**src/rtl/turn_controller.sv**
```systemverilog
// Two-player turn sequencer for the artillery game: per-player aim state,
// fire/launch handshake with the shared bomb, flight timeout and turn swap.
module turn_controller #(
  parameter int SETTLE_FRAMES  = 30,
  parameter int FLIGHT_TIMEOUT = 600
) (
  input  logic       clk,
  input  logic       reset,
  input  logic       frame_tick,
  input  logic       key_left,
  input  logic       key_right,
  input  logic       key_up,
  input  logic       key_down,
  input  logic       key_fire,
  input  logic [9:0] tank0_x,
  input  logic [9:0] tank0_y,
  input  logic [9:0] tank1_x,
  input  logic [9:0] tank1_y,
  input  logic       bomb_done,
  output logic       launch,
  output logic [9:0] launchX,
  output logic [9:0] launchY,
  output logic [3:0] angle,
  output logic [2:0] power,
  output logic       active_player,
  output logic       busy,
  output logic [7:0] turn_count
);

  localparam logic [2:0] S_AIM    = 3'd0;
  localparam logic [2:0] S_LAUNCH = 3'd1;
  localparam logic [2:0] S_FLIGHT = 3'd2;
  localparam logic [2:0] S_SETTLE = 3'd3;
  localparam logic [2:0] S_SWAP   = 3'd4;

  localparam logic [9:0] LP_TIMEOUT = 10'(FLIGHT_TIMEOUT);
  localparam logic [9:0] LP_SETTLE  = 10'(SETTLE_FRAMES);

  logic [2:0] r_state;
  logic       r_launch;
  logic       r_busy;
  logic       r_active;
  logic [7:0] r_turn;
  logic [9:0] r_launch_x;
  logic [9:0] r_launch_y;
  logic [4:0] r_prev;   // {left, right, up, down, fire}
  logic       r_armed;
  logic [9:0] r_cnt;
  logic [3:0] r_angle [2];
  logic [2:0] r_power [2];

  logic       w_press_left, w_press_right, w_press_up, w_press_down, w_press_fire;
  logic [3:0] w_cur_angle, w_angle_next;
  logic [2:0] w_cur_power, w_power_next;
  logic [9:0] w_cnt_inc;

  assign w_press_left  = frame_tick & key_left  & ~r_prev[4];
  assign w_press_right = frame_tick & key_right & ~r_prev[3];
  assign w_press_up    = frame_tick & key_up    & ~r_prev[2];
  assign w_press_down  = frame_tick & key_down  & ~r_prev[1];
  assign w_press_fire  = frame_tick & key_fire  & ~r_prev[0];

  assign w_cur_angle = r_angle[r_active];
  assign w_cur_power = r_power[r_active];
  assign w_cnt_inc   = (r_cnt == 10'h3FF) ? r_cnt : r_cnt + 10'd1;

  // Opposing presses in the same frame cancel; both ends saturate.
  always_comb begin
    w_angle_next = w_cur_angle;
    w_power_next = w_cur_power;
    if (w_press_left && !w_press_right && w_cur_angle != 4'd0)
      w_angle_next = w_cur_angle - 4'd1;
    else if (w_press_right && !w_press_left && w_cur_angle != 4'd8)
      w_angle_next = w_cur_angle + 4'd1;
    if (w_press_up && !w_press_down && w_cur_power != 3'd7)
      w_power_next = w_cur_power + 3'd1;
    else if (w_press_down && !w_press_up && w_cur_power != 3'd0)
      w_power_next = w_cur_power - 3'd1;
  end

  // NOTE: sequential state uses non-blocking assignments so every register
  // samples pre-edge values; the two-entry aim arrays are small enough to
  // carry real reset values like any other register.
  always_ff @(posedge clk or posedge reset) begin
    if (reset) begin
      r_state    <= S_AIM;
      r_launch   <= 1'b0;
      r_busy     <= 1'b0;
      r_active   <= 1'b0;
      r_turn     <= 8'd0;
      r_launch_x <= 10'd0;
      r_launch_y <= 10'd0;
      r_prev     <= 5'd0;
      r_armed    <= 1'b0;
      r_cnt      <= 10'd0;
      r_angle[0] <= 4'd6;
      r_angle[1] <= 4'd2;
      r_power[0] <= 3'd3;
      r_power[1] <= 3'd3;
    end else begin
      if (frame_tick) r_prev <= {key_left, key_right, key_up, key_down, key_fire};

      case (r_state)
        S_AIM: begin
          if (frame_tick) begin
            r_angle[r_active] <= w_angle_next;
            r_power[r_active] <= w_power_next;
            if (w_press_fire) begin
              r_launch_x <= r_active ? tank1_x : tank0_x;
              r_launch_y <= r_active ? tank1_y : tank0_y;
              r_state    <= S_LAUNCH;
              r_launch   <= 1'b1;
              r_busy     <= 1'b1;
            end
          end
        end
        S_LAUNCH: begin
          if (frame_tick) begin
            r_state  <= S_FLIGHT;
            r_launch <= 1'b0;
            r_armed  <= 1'b0;
            r_cnt    <= 10'd0;
          end
        end
        S_FLIGHT: begin
          // bomb_done is stale-high until the bomb has been seen in flight.
          if (frame_tick) begin
            r_cnt <= w_cnt_inc;
            if (!bomb_done) r_armed <= 1'b1;
            if ((bomb_done && r_armed) || (w_cnt_inc >= LP_TIMEOUT)) begin
              r_state <= S_SETTLE;
              r_cnt   <= 10'd0;
            end
          end
        end
        S_SETTLE: begin
          if (SETTLE_FRAMES == 0) begin
            r_state <= S_SWAP;
          end else if (frame_tick) begin
            r_cnt <= w_cnt_inc;
            if (w_cnt_inc >= LP_SETTLE) r_state <= S_SWAP;
          end
        end
        S_SWAP: begin
          r_active <= ~r_active;
          r_turn   <= r_turn + 8'd1;
          r_state  <= S_AIM;
          r_busy   <= 1'b0;
          r_cnt    <= 10'd0;
        end
        default: begin
          r_state  <= S_AIM;
          r_launch <= 1'b0;
          r_busy   <= 1'b0;
        end
      endcase
    end
  end

  assign launch        = r_launch;
  assign launchX       = r_launch_x;
  assign launchY       = r_launch_y;
  assign angle         = w_cur_angle;
  assign power         = w_cur_power;
  assign active_player = r_active;
  assign busy          = r_busy;
  assign turn_count    = r_turn;

endmodule

```
**config.mk**
```make
export PLATFORM = sky130hd
export DESIGN_NAME = turn_controller
export DESIGN_NICKNAME = d
export VERILOG_FILES = /design/src/rtl/turn_controller.sv
export SDC_FILE = /design/constraint.sdc
export NUM_CORES = 1
export LEC_CHECK = 0
export ABC_CLOCK_PERIOD_IN_PS = 2900
export CAP_MARGIN = 10
export CORE_MARGIN = 4
export CORE_UTILIZATION = 50
export DETAILED_ROUTE_END_ITERATION = 8
export GPL_ROUTABILITY_DRIVEN = 1
export PLACE_DENSITY = 0.78
export SETUP_SLACK_MARGIN = 0.05
export SYNTH_ARGS = -nofsm -noshare
export SYNTH_HDL_FRONTEND = slang
export SYNTH_SLANG_ARGS = --single-unit
```
**constraint.sdc**
```tcl
create_clock -name clk -period 2.9 [get_ports clk]
set_clock_uncertainty 0.1 [all_clocks]
set_input_delay 0.435 -clock clk [delete_from_list [all_inputs] [get_ports clk]]
set_output_delay 0.435 -clock clk [all_outputs]
set_load 0.005 [all_outputs]
```
==> Word level (Yosys, flattened, before mapping) <==
Cells that the tools add are included.
{ "totals": {"register_bits": 64, "inputBits": 49, "out_inout_bits": 38, "wordCells": 127} }
{ "classes": {"n_addsub": 6, "n_lt_le_gt_ge": 4, "n_eq_ne": 15, "mux": 40, "bitwise_logic": 19, "reduce_logical": 29} }
{ "op_table": {"columns": ["op", "count"], "rows": [
  ["$mux W10", 7],
  ["$pmux W10 S4", 1],
  ["$mux W3", 13],
  ["$mux W4", 6],
  ["$ne A2 B2 Y1 const B", 8],
  ["$pmux W3 S4", 1],
  ["$reduce_and A4 Y1", 3],
  ["$add A10 B1 Y10 const B", 1],
  ["$and A1 B1 Y1", 10],
  ["$eq A10 B10 Y1 const B", 1],
  ["$ge A10 B10 Y1 const B", 1],
  ["$ge A10 B5 Y1 const B", 1],
  ["$logic_and A1 B1 Y1", 10],
  ["$add A8 B1 Y8 const B", 1],
  ["$bwmux W8", 1],
  ["$not A1 Y1", 8],
  ["$reduce_bool A4 Y1", 2],
  ["$reduce_and A7 Y1", 1],
  ["$bwmux W6", 1],
  ["$eq A3 B2 Y1 const B", 2],
  ["$reduce_and A3 Y1", 2],
  ["$reduce_or A3 Y1", 2],
  ["$mux W1", 5],
  ["$add A4 B1 Y4 const B", 1],
  ["other kinds (20)", 24]
]} }

==> Logic depth before layout (Yosys ltp) <==
Gate-level depths: netlist of run 1.
{ "logic_depth": {"ltp_word": 9, "depth_mapped": 12, "mapped_depth_nobuf": 11} }

==> Worst setup path after synthesis of run 1 <==
Ideal clock, no wire load.
{ "synth_timing": {"path_type": "register -> register", "startpoint": "register r_active, in the netlist active_player", "endpoint": "register r_power[4] (netlist name)", "setup_ps": 82, "t_arrival_ps": 2210, "required_ps": 2718, "slack_ps": 508, "stages_incl_launch_ff": 10, "cell_sequence": "dfrtp_1 > buf_2 > mux2_2 > ha_1 > ha_1 > nor4b_1 > o21ai_0 > o21ai_0 > o21ai_0 > mux2_2"} }
{ "synth_between": {"elab_chain_cells": 9, "elab_cells_between_ends": 18, "classes_between": "add/sub: 2; order compare: 2; eq/ne: 1; mux: 8; bitwise: 1; reduce/logical: 4"} }
{ "synth_lines": {"columns": ["item", "line_no", "source"], "rows": [
  ["start: declaration", "42", "logic r_active;"],
  ["start signal: assignment", "145", "r_active <= ~r_active;"],
  ["$not A1 Y2 (not written as such) *", "64", "assign w_cur_power = r_power[r_active];"],
  ["$mux W3 (not written as such) * (3 in series)", "64", null],
  ["via power[1]", "24", "output logic [2:0] power,"],
  ["parallel branches: the longest is 3 deep, another holds $sub A3 B1 Y3", null, null],
  ["$mux W3 *", "75", "if (w_press_up && !w_press_down && w_cur_power != 3'd7)"],
  ["$bwmux W6 *", "107", "r_power[r_active] <= w_power_next;"],
  ["end signal: indexed assignment", "107", null],
  ["end: declaration", "50", "logic [2:0] r_power [2];"]
]} }
Mark *: on every way through the listed nets, which the timed path passes. The select of a mux whose other input is x is not followed.
A chain may end at the register's enable or synchronous reset.

==> Worst setup path after layout of run 1 <==
{ "layout_timing": {"startpoint": "register r_cnt[1]", "endpoint": "register r_cnt[5]"} }
{ "layout_between": {"elab_chain_cells": 7, "elab_cells_between_ends": 9, "classes_between": "add/sub: 1; order compare: 1; eq/ne: 1; mux: 5; reduce/logical: 1"} }
{ "layout_lines": {"columns": ["item", "line_no", "source"], "rows": [
  ["start: declaration", "48", "logic [9:0] r_cnt;"],
  ["start signal: assignment", "128", "r_cnt <= w_cnt_inc;"],
  ["start signal: assignment", "140", "r_cnt <= w_cnt_inc;"],
  ["$add A10 B1 Y10 / $eq A10 B10 Y1 (equally long branches)", "65", "assign w_cnt_inc = (r_cnt == 10'h3FF) ? r_cnt : r_cnt + 10'd1;"],
  ["$mux W10 *", "65", null],
  ["$ge A10 B10 Y1", "130", "if ((bomb_done && r_armed) || (w_cnt_inc >= LP_TIMEOUT)) begin"],
  ["$logic_or A1 B1 Y1", "130", null],
  ["$mux W10", "130", null],
  ["$mux W10", "127", "if (frame_tick) begin"],
  ["$pmux W10 S4 *", "103", "case (r_state)"]
]} }
Every way passes the cells marked *; elsewhere a longest branch is shown, timed or not. The select of a mux whose other input is x is not followed.

==> results of run 1 <==
==> placed cells by master, fill, tap and decap left out, types with 2 or more instances in the layout <==
cell	netlist	routed
buf_4	2	8
inv_1	19	18
nand3b_1	2	2
ha_1	8	8
a31oi_1	3	3
nor3_1	4	4
o21ai_2	2	2
dfstp_2	7	7
nand3_1	8	8
mux2_2	14	14
o31ai_1	3	3
nand3_2	2	2
bufinv_16	0	2
o22ai_1	2	2
nor4_1	3	3
xnor2_1	9	9
and3_1	2	2
nand2b_1	2	2
nand4_1	4	4
o41ai_1	2	2
nand2_1	23	23
nor4b_1	2	2
xor2_1	6	6
nor2b_1	2	2
o211ai_1	2	2
dfrtp_1	57	57
clkbuf_8	0	12
nor2_1	47	46
clkdlybuf4s50_1	0	86
o21ai_0	18	18
mux2i_1	26	26
nor2_2	1	2
a21oi_1	45	45
==> worst min-delay path by stage <==
| stage | endpoint | startpoint | cells after the start | slack, ns |
|---|---|---|---|---|
| global placement | r_power[2]$_DFFE_PP0P_ | r_power[2]$_DFFE_PP0P_ | 2 | 0.36 |
| global route | launchX[7]$_DFFE_PP0P_ | reset | 2 | 0.32 |
| finish | turn_count[3]$_DFFE_PP0N_ | reset | 2 | 0.30 |
| detailed placement | turn_count[7]$_DFFE_PP0N_ | turn_count[7]$_DFFE_PP0N_ | 1 | 0.37 |
| CTS | launchX[0]$_DFFE_PP0P_ | reset | 2 | 0.30 |
| floorplan | r_angle[0]$_DFFE_PP0P_ | r_angle[0]$_DFFE_PP0P_ | 2 | 0.35 |
==> logic make-up (layout without fill, tap and decap cells) <==
group           Yosys count  in the layout
buf+inv                  43            130
compound gates           89             89
simple gates            116            116
fa+ha+maj                 8              8
mux                      40             40
flops                    64             64
xor+xnor                 15             15
==> per-layer routing <==
metal | part of all wire (%) | GRT usage (%)
met5 | 0 | 0
met4 | 1.2 | 6.716
met3 | 4.4 | 4.712
met2 | 51 | 35.39
met1 | 43 | 25.34
==> where the power goes <==
part           leakage, nW  internal [mW]  total (mW)  switching [mW]
Sequential           0.791           1.23        1.50           0.267
Combinational         1.19           1.03        1.90           0.876
Clock                0.123          0.556       0.907           0.351
Total                 2.11           2.81        4.30            1.49
==> worst reg2reg max path, stage by stage, from the launching register on <==
cell,delay [ns]
dfrtp_1,0.45
ha_1,0.37
nand2_2,0.19
o31a_1,0.32
o32a_1,0.38
o211ai_4,0.33
nor4b_1,0.29
a211o_1,0.14
==> timing repair <==
item / 4_1_cts / 5_1_grt
endpoints found under the setup margin: 0 / 2
endpoints found under the hold margin: 0 / 0
gates resized for setup: 0 / 1
==> metrics by stage <==
stage,cell area (um^2),setup WS (ns),std cells
2_1_floorplan,3603,0.5081,375
3_3_place_gp,4542,0.3180,542
3_5_place_dp,4542,0.2100,542
4_1_cts,4781,0.1938,558
5_1_grt,4790,0.07294,558
6_report,4790,0.2809,558
==> area by class of cell <==
class / count / area [um^2]
fillers: 581 / 2117
multi-input cells: 268 / 1808
flip-flops and latches: 64 / 1610
repair buffers: 95 / 940.9
clock buffers: 12 / 165.2
well taps: 96 / 120.1
clock inverters: 4 / 73.82
inverters: 19 / 71.32
==> state kept, by name, summed over array words and instances (netlist names), 3 cells and up <==
register	count
launchX	10
launchY	10
r_angle	8
r_cnt	10
r_power	6
r_prev	5
r_state	3
turn_count	8
==> results.cfg, run 1 <==
[clock_tree]
cts_tree = yes
numCtsBuffers = 9
hold_buffers = 0
clock_tree.root_cell = clkbuf_8
htree_levels = 3
post-cts-setup-buffers = 0
cts_max_path_buffers = 2
clk_pin_slew_worst_paths_ns = 0.07
clkSinkCount = 64
clock_latency_ns = 0.34

[synthesis]
avgSynthCellArea_um2 = 9.609
yosysTopAreaCellShare_pct = 39.58
synth_top_cells_by_count = 57 x dfrtp_1, 47 x nor2_1, 45 x a21oi_1
synthFlopType = dfrtp_1
syn-instance-count = 375
ys_ff_latch = 64
synthDistinctLibCells = 61
yosysMostFrequentCell = dfrtp_1
yosys.area.top_type = dfrtp_1
async_reset_ff_share_pct = 100.0
synthSimpleGateAreaFrac_pct = 16.74
netlist_top_cells_area = dfrtp_1 40%, mux2i_1 7.2%, a21oi_1 6.3%, dfstp_2 5.1%, nor2_1 4.9%
synth_edf_count = 0
synth.area.mux_share_pct = 11.60
synth_compound_area_share_pct = 15.10
synth-xor-area-share_pct = 3.646
synth_adder_area_share_pct = 2.778
ys_warn_count = 0
synthesis.nets = 432
synth_top_family_by_area = simple AND/OR/NAND/NOR gates
seq_area_frac_synth_pct = 44.69
netlist_area_um2 = 3603

[timing]
fmax_ghz = 0.3818
post-route-min-period_ns = 2.619
setup_violations = 0
worst_slew_pin_slew_ns = 0.4660
hold-worst-slack_ns = 0.3046
hold_violations = 0
rsz0062_at_grt = false
fin_tns_setup_ns = 0
final.period_utilization_pct = 90.31
slew_violations = 0
slew_headroom_pct = 68.60

[worst_setup_path]
r2r_end = r_cnt[5]$_DFFE_PP0P_
path_buf_inv = 0
critical_path_class = flip-flop to flip-flop
cp_num_cells = 7
critPathLaunch = r_cnt[1]$_DFFE_PP0P_
cp.required_ns = 3.08
path_delay_family = compound AO/OA/AOI/OAI gates
path_cells = ha_1 -> nand2_2 -> o31a_1 -> o32a_1 -> o211ai_4 -> nor4b_1 -> a211o_1
cp_max_fo = 11
critPathCapture = r_cnt[5]$_DFFE_PP0P_
cpPeakStageDelay_ns = 0.45
worstSetupStartpointType = flip-flop
worstReg2RegStart = r_cnt[1]$_DFFE_PP0P_
cp-end-kind = flip-flop
worst-r2r-cell-count = 7
regToRegSetupSlack_ns = 0.28
arrival_ns = 2.80
cp_slowest_cell = dfrtp_1

[route]
drtPass1Iterations = 4
totalWireLength_um = 8479
wl_per_cell_um = 15.20
vias = 3045
final_antenna_net_count = 0
drcViolationCount = 0
drt_iter0_markers = 137
viasPerCell = 5.457

[power]
p_leak_nw = 2.107
total_power_mw = 4.305
p_per_area_nw_per_um2 = 898.7
irDropWorstVdd_mv = 0.5725

[global_routing]
antenna_found_initial = 0
grt_pass1_wl_um = 14320
grt_max_degree = 41
grt.total_usage_pct = 20.54
grt_pass1_vias = 3056
gr-total-overflow = 0

[floorplanning]
die_area_um2 = 8629
fp-row-count = 30
core_area_um2 = 6907
die_x_um = 92.90
io_pins = 87
die_h_um = 92.90
initial_core_util_pct = 52.17

[cells_and_area]
utilization_pct = 69.35
drive_gt1_share_pct = 13.42
syn_to_final_growth_pct = 32.92
diodes = 0
fin_nets = 514

[placed_design]
port_buffers = 86
place_congestion = 0.9184
dp_hpwl_um = 6280

[flow_run]
cap_violations = 0

[hold_path]
min_path_type = input port to async pin

[run_status]
outcome = finished, final reports clean
(Power assumes the default switching activity.)
==> inputs of run 2 (changes only) <==
Settings changed: PLACE_DENSITY 0.78 to default, PLACE_DENSITY_LB_ADDON from default to 0.12, SETUP_SLACK_MARGIN 0.05 to 0.02.
==> run 2 against run 1 <==
  * Maximum frequency down 1.6%
  * Power up 0.52%
  * Worst setup slack worse by 0.041 ns
  * Non-clock buffer count down 1
  * Sequential cell count unchanged
  * Utilization up 0.13 points
  * Sequential share of layout area down 0.061 points
  * Critical path depth down 3
  * Sequential power about the same
  * Largest power group unchanged
==> results.cfg, run 2 (synthesis gave the netlist of run 1 again) <==
[timing]
hold-worst-slack_ns = 0.3681
setup_violations = 0
final.period_utilization_pct = 91.74
rsz0062_at_grt = false
post-route-min-period_ns = 2.660
slew_headroom_pct = 65.61
slew_violations = 0
hold_violations = 0
fmax_ghz = 0.3759
worst_slew_pin_slew_ns = 0.5015
fin_tns_setup_ns = 0
setup_ws_ns = 0.2396

[clock_tree]
clkSinkCount = 64
cts_tree = yes
hold_buffers = 0
clock_latency_ns = 0.35
clk_pin_slew_worst_paths_ns = 0.08
htree_levels = 3
numCtsBuffers = 9
cts_max_path_buffers = 2
clock_tree.root_cell = clkbuf_8

[global_routing]
grt.total_usage_pct = 20.37
antenna_found_initial = 0
grt_pass1_wl_um = 13900
grt_max_degree = 65
grt_pass1_vias = 2984
gr-total-overflow = 0

[flow_run]
cap_violations = 0

[worst_setup_path]
cp-end-kind = output pin
arrival_ns = 2.13
cp_max_fo = 6
cp.required_ns = 2.37
critical_path_class = flip-flop to output pin
worstSetupStartpointType = flip-flop
critPathLaunch = active_player$_DFFE_PP0N_
worstReg2RegStart = r_cnt[1]$_DFFE_PP0P_

[run_status]
outcome = finished, final reports clean

[route]
totalWireLength_um = 8405
drtPass1Iterations = 4
wl_per_cell_um = 15.09
final_antenna_net_count = 0
viasPerCell = 5.469
drt_iter0_markers = 154
drcViolationCount = 0
vias = 3046

[cells_and_area]
syn_to_final_growth_pct = 33.16
fin_nets = 513
final_common_cell = clkdlybuf4s50_1
final_cell_mix = 86 x clkdlybuf4s50_1, 57 x dfrtp_1, 46 x nor2_1, 45 x a21oi_1, 26 x mux2i_1
fin_cells = 557
diodes = 0
fillers = 552
drive_gt1_share_pct = 13.23

[power]
p_leak_nw = 2.098
irDropWorstVdd_mv = 0.5709
p_per_area_nw_per_um2 = 901.8

[placed_design]
place_ws_ns = 0.2421
place_congestion = 0.9035
dp_hpwl_um = 6019
dp.cells = 541
port_buffers = 86

[hold_path]
min_path_type = input port to async pin

[floorplanning]
fp-row-count = 30
die_area_um2 = 8629
core_area_um2 = 6907
die_h_um = 92.90
initial_core_util_pct = 52.17
die_x_um = 92.90
io_pins = 87
-- run 2: timing repair --
item,CTS,global route
resized for setup,0,1
endpoints found under the setup margin,0,1
setup buffers,0,0
-- run 2: report_power, final --
group / total, mW / internal, mW / switching (mW)
logic: 1.89 / 1.02 / 0.871
registers: 1.49 / 1.23 / 0.262
clock network: 0.945 / 0.572 / 0.373
-- run 2: through the flow --
step           util, %  total power, mW  instance area [um^2]
6_report         69.47            4.327                  4798
5_1_grt          69.47            4.640                  4798
4_1_cts          69.35            4.351                  4790
3_5_place_dp     65.83            3.385                  4547
3_3_place_gp     65.83            3.332                  4547
2_1_floorplan        -            2.599                  3603
-- run 2: worst paths after layout --
kind                                              to  slack, ns  cells past startpoint
setup / recovery                            angle[2]       0.24                      4
hold / removal                launchX[1]$_DFFE_PP0P_       0.37                      3
setup reg to reg                r_cnt[5]$_DFFE_PP0P_       0.24                      7
hold reg to reg            turn_count[7]$_DFFE_PP0N_       0.38                      1
max in group asynchronous     r_angle[6]$_DFFE_PP1P_       2.00                      3
min in group clk           turn_count[7]$_DFFE_PP0N_       0.38                      1
-- run 2: metal layers --
metal  up-vias  share of wire [%]  global-route usage [%]
met4         0                2.4                   9.768
met2        67                 51                   35.27
li1       1487                  -                       -
met3        16                4.0                   3.574
met5         -                  0                       0
met1      1476                 43                   24.39
-- run 2: critical path, stage by stage, from the launching register on --
cell             delay, ns
dfrtp_1               0.49
buf_4                 0.20
mux2i_1               0.46
inv_1                 0.15
clkdlybuf4s50_1       0.48
-- run 2: final cells by class --
type | instances | area, um^2 | share of cell area [%]
inverters | 19 | 71.32 | 1.486
multi-input cells | 268 | 1808 | 37.68
clock inverters | 7 | 118.9 | 2.477
flip-flops and latches | 64 | 1610 | 33.56
repair buffers | 94 | 945.9 | 19.71
clock buffers | 9 | 123.9 | 2.581
well taps | 96 | 120.1 | 2.503
==> inputs of run 3 (changes only) <==
Settings changed: CORE_UTILIZATION 50 to 45, SKIP_CTS_REPAIR_TIMING from default to 1.
==> run 3 against run 2 <==
  * Register-to-register slack about the same
  * Die area up 10%
  * Final cell count grew 0.72%
  * Via count decreased by 2.9%
  * Non-clock buffer count fell by 2
  * Sequential share of layout area up 0.22 points
  * Power is 3.4% lower
  * Global-route usage down 2.5 points
  * Count of clock-buffer cells in the layout grew 3
  * Critical path type unchanged
  * Sequential cell count did not move
  * Utilization fell by 8.1 points
==> results.cfg, run 3 (synthesis gave the netlist of run 1 again) <==
[worst_setup_path]
arrival_ns = 2.18
cp.required_ns = 2.37
cp-end-kind = output pin
cp_max_fo = 27
critical_path_class = flip-flop to output pin
worstSetupStartpointType = flip-flop

[timing]
rsz0062_at_grt = false
slew_headroom_pct = 64.05
setup_violations = 0
post-route-min-period_ns = 2.716
final.period_utilization_pct = 93.64
worst_slew_pin_slew_ns = 0.5385
hold_violations = 0
fin_tns_setup_ns = 0
slew_violations = 0
setup_ws_ns = 0.1844
fmax_ghz = 0.3682

[cells_and_area]
syn_to_final_growth_pct = 32.29
final_cell_mix = 86 x clkdlybuf4s50_1, 57 x dfrtp_1, 46 x nor2_1, 45 x a21oi_1, 26 x mux2i_1
multi_input_area_um2 = 1808
drive_gt1_share_pct = 12.64
diodes = 0
fillers = 699
fin_nets = 511
final_common_cell = clkdlybuf4s50_1
ff_latch_area_um2 = 1610

[power]
p_per_area_nw_per_um2 = 876.5
p_leak_nw = 2.080
total_power_mw = 4.178
irDropWorstVdd_mv = 0.6685

[route]
wl_per_cell_um = 14.86
highest_layer = met4
vias = 2958
final_antenna_net_count = 0
wl_met2_um = 4251
wl_met3_um = 390
totalWireLength_um = 8336
drt_iter0_markers = 114
drt-met1-wl_um = 3526
drtPass1Iterations = 4
viasPerCell = 5.273
drcViolationCount = 0

[clock_tree]
clkSinkCount = 64
cts_tree = yes
clk_pin_slew_worst_paths_ns = 0.07
clock_latency_ns = 0.34
numCtsBuffers = 9
htree_levels = 3
cts_max_path_buffers = 2
clock_tree.root_cell = clkbuf_8

[placed_design]
place_congestion = 0.8544
port_buffers = 86
dp_hpwl_um = 6080
place_ws_ns = 0.2115

[floorplanning]
io_pins = 87
fp-row-count = 32
core_area_um2 = 7767
die_x_um = 97.49
die_area_um2 = 9503
die_h_um = 97.49
initial_core_util_pct = 46.39

[hold_path]
min_path_type = input port to async pin

[global_routing]
antenna_found_initial = 0
grt_pass1_wl_um = 13810
grt_max_degree = 42
grt.total_usage_pct = 17.85
grt_pass1_vias = 2902
gr-total-overflow = 0

[run_status]
outcome = finished, final reports clean

[flow_run]
cap_violations = 0
## run 3: changes by cell type in the layout (fill, tap and decap cells not counted), sizes merged
| cell | previous run | this run |
|---|---|---|
| clkbuf | 9 | 12 |
| buf | 8 | 6 |
| bufinv | 3 | 1 |
| clkinvlp | 2 | 1 |
## run 3: path summary, 6_finish.rpt
| check | cells past startpoint | startpoint | endpoint | slack, ns |
|---|---|---|---|---|
| min in group clk | 2 | r_power[0]$_DFFE_PP1P_ | r_power[0]$_DFFE_PP1P_ | 0.38 |
| worst min-delay path | 2 | reset | r_angle[4]$_DFFE_PP0P_ | 0.36 |
| worst max-delay path | 4 | active_player$_DFFE_PP0N_ | angle[2] | 0.18 |
| worst max register to register | 7 | r_cnt[1]$_DFFE_PP0P_ | r_cnt[5]$_DFFE_PP0P_ | 0.25 |
| max in group asynchronous | 3 | reset | r_power[1]$_DFFE_PP1P_ | 1.69 |
| worst min register to register | 2 | r_power[0]$_DFFE_PP1P_ | r_power[0]$_DFFE_PP1P_ | 0.38 |
## run 3: area by class of cell
cell class | instances | share of cell area (%)
clock buffer | 12 | 3.255
clock inverter | 4 | 1.076
inverter | 19 | 1.496
multi-input combinational | 268 | 37.93
sequential | 64 | 33.78
tap | 102 | 2.677
timing repair buffer | 92 | 19.79
## run 3: critical path, stage by stage, from the launching register on
cell and delay [ns]:
dfrtp_1 0.51, buf_12 0.25, mux2i_1 0.47, inv_1 0.13, clkdlybuf4s50_1 0.47
## run 3: metrics by stage
stage | cells | area (um^2) | hold slack, ns | util, %
2_1_floorplan | 375 | 3603 | 0.3496 | -
3_3_place_gp | 545 | 4552 | 0.3598 | 58.60
3_5_place_dp | 545 | 4552 | 0.3833 | 58.60
4_1_cts | 561 | 4758 | 0.3656 | 61.26
5_1_grt | 561 | 4767 | 0.3983 | 61.37
6_report | 561 | 4767 | 0.3603 | 61.37
## run 3: power by group
group	switching, mW	internal (mW)	leakage, nW
Sequential	0.260	1.23	0.791
Combinational	0.867	1.02	1.19
Clock	0.354	0.446	0.103
Total	1.48	2.70	2.08
## run 3: layer usage
layer | global-route usage (%) | vias up
met4 | 6.283 | 0
met3 | 5.169 | 11
met1 | 22.00 | 1408
li1 | - | 1476
met2 | 29.78 | 63
met5 | 0 | -
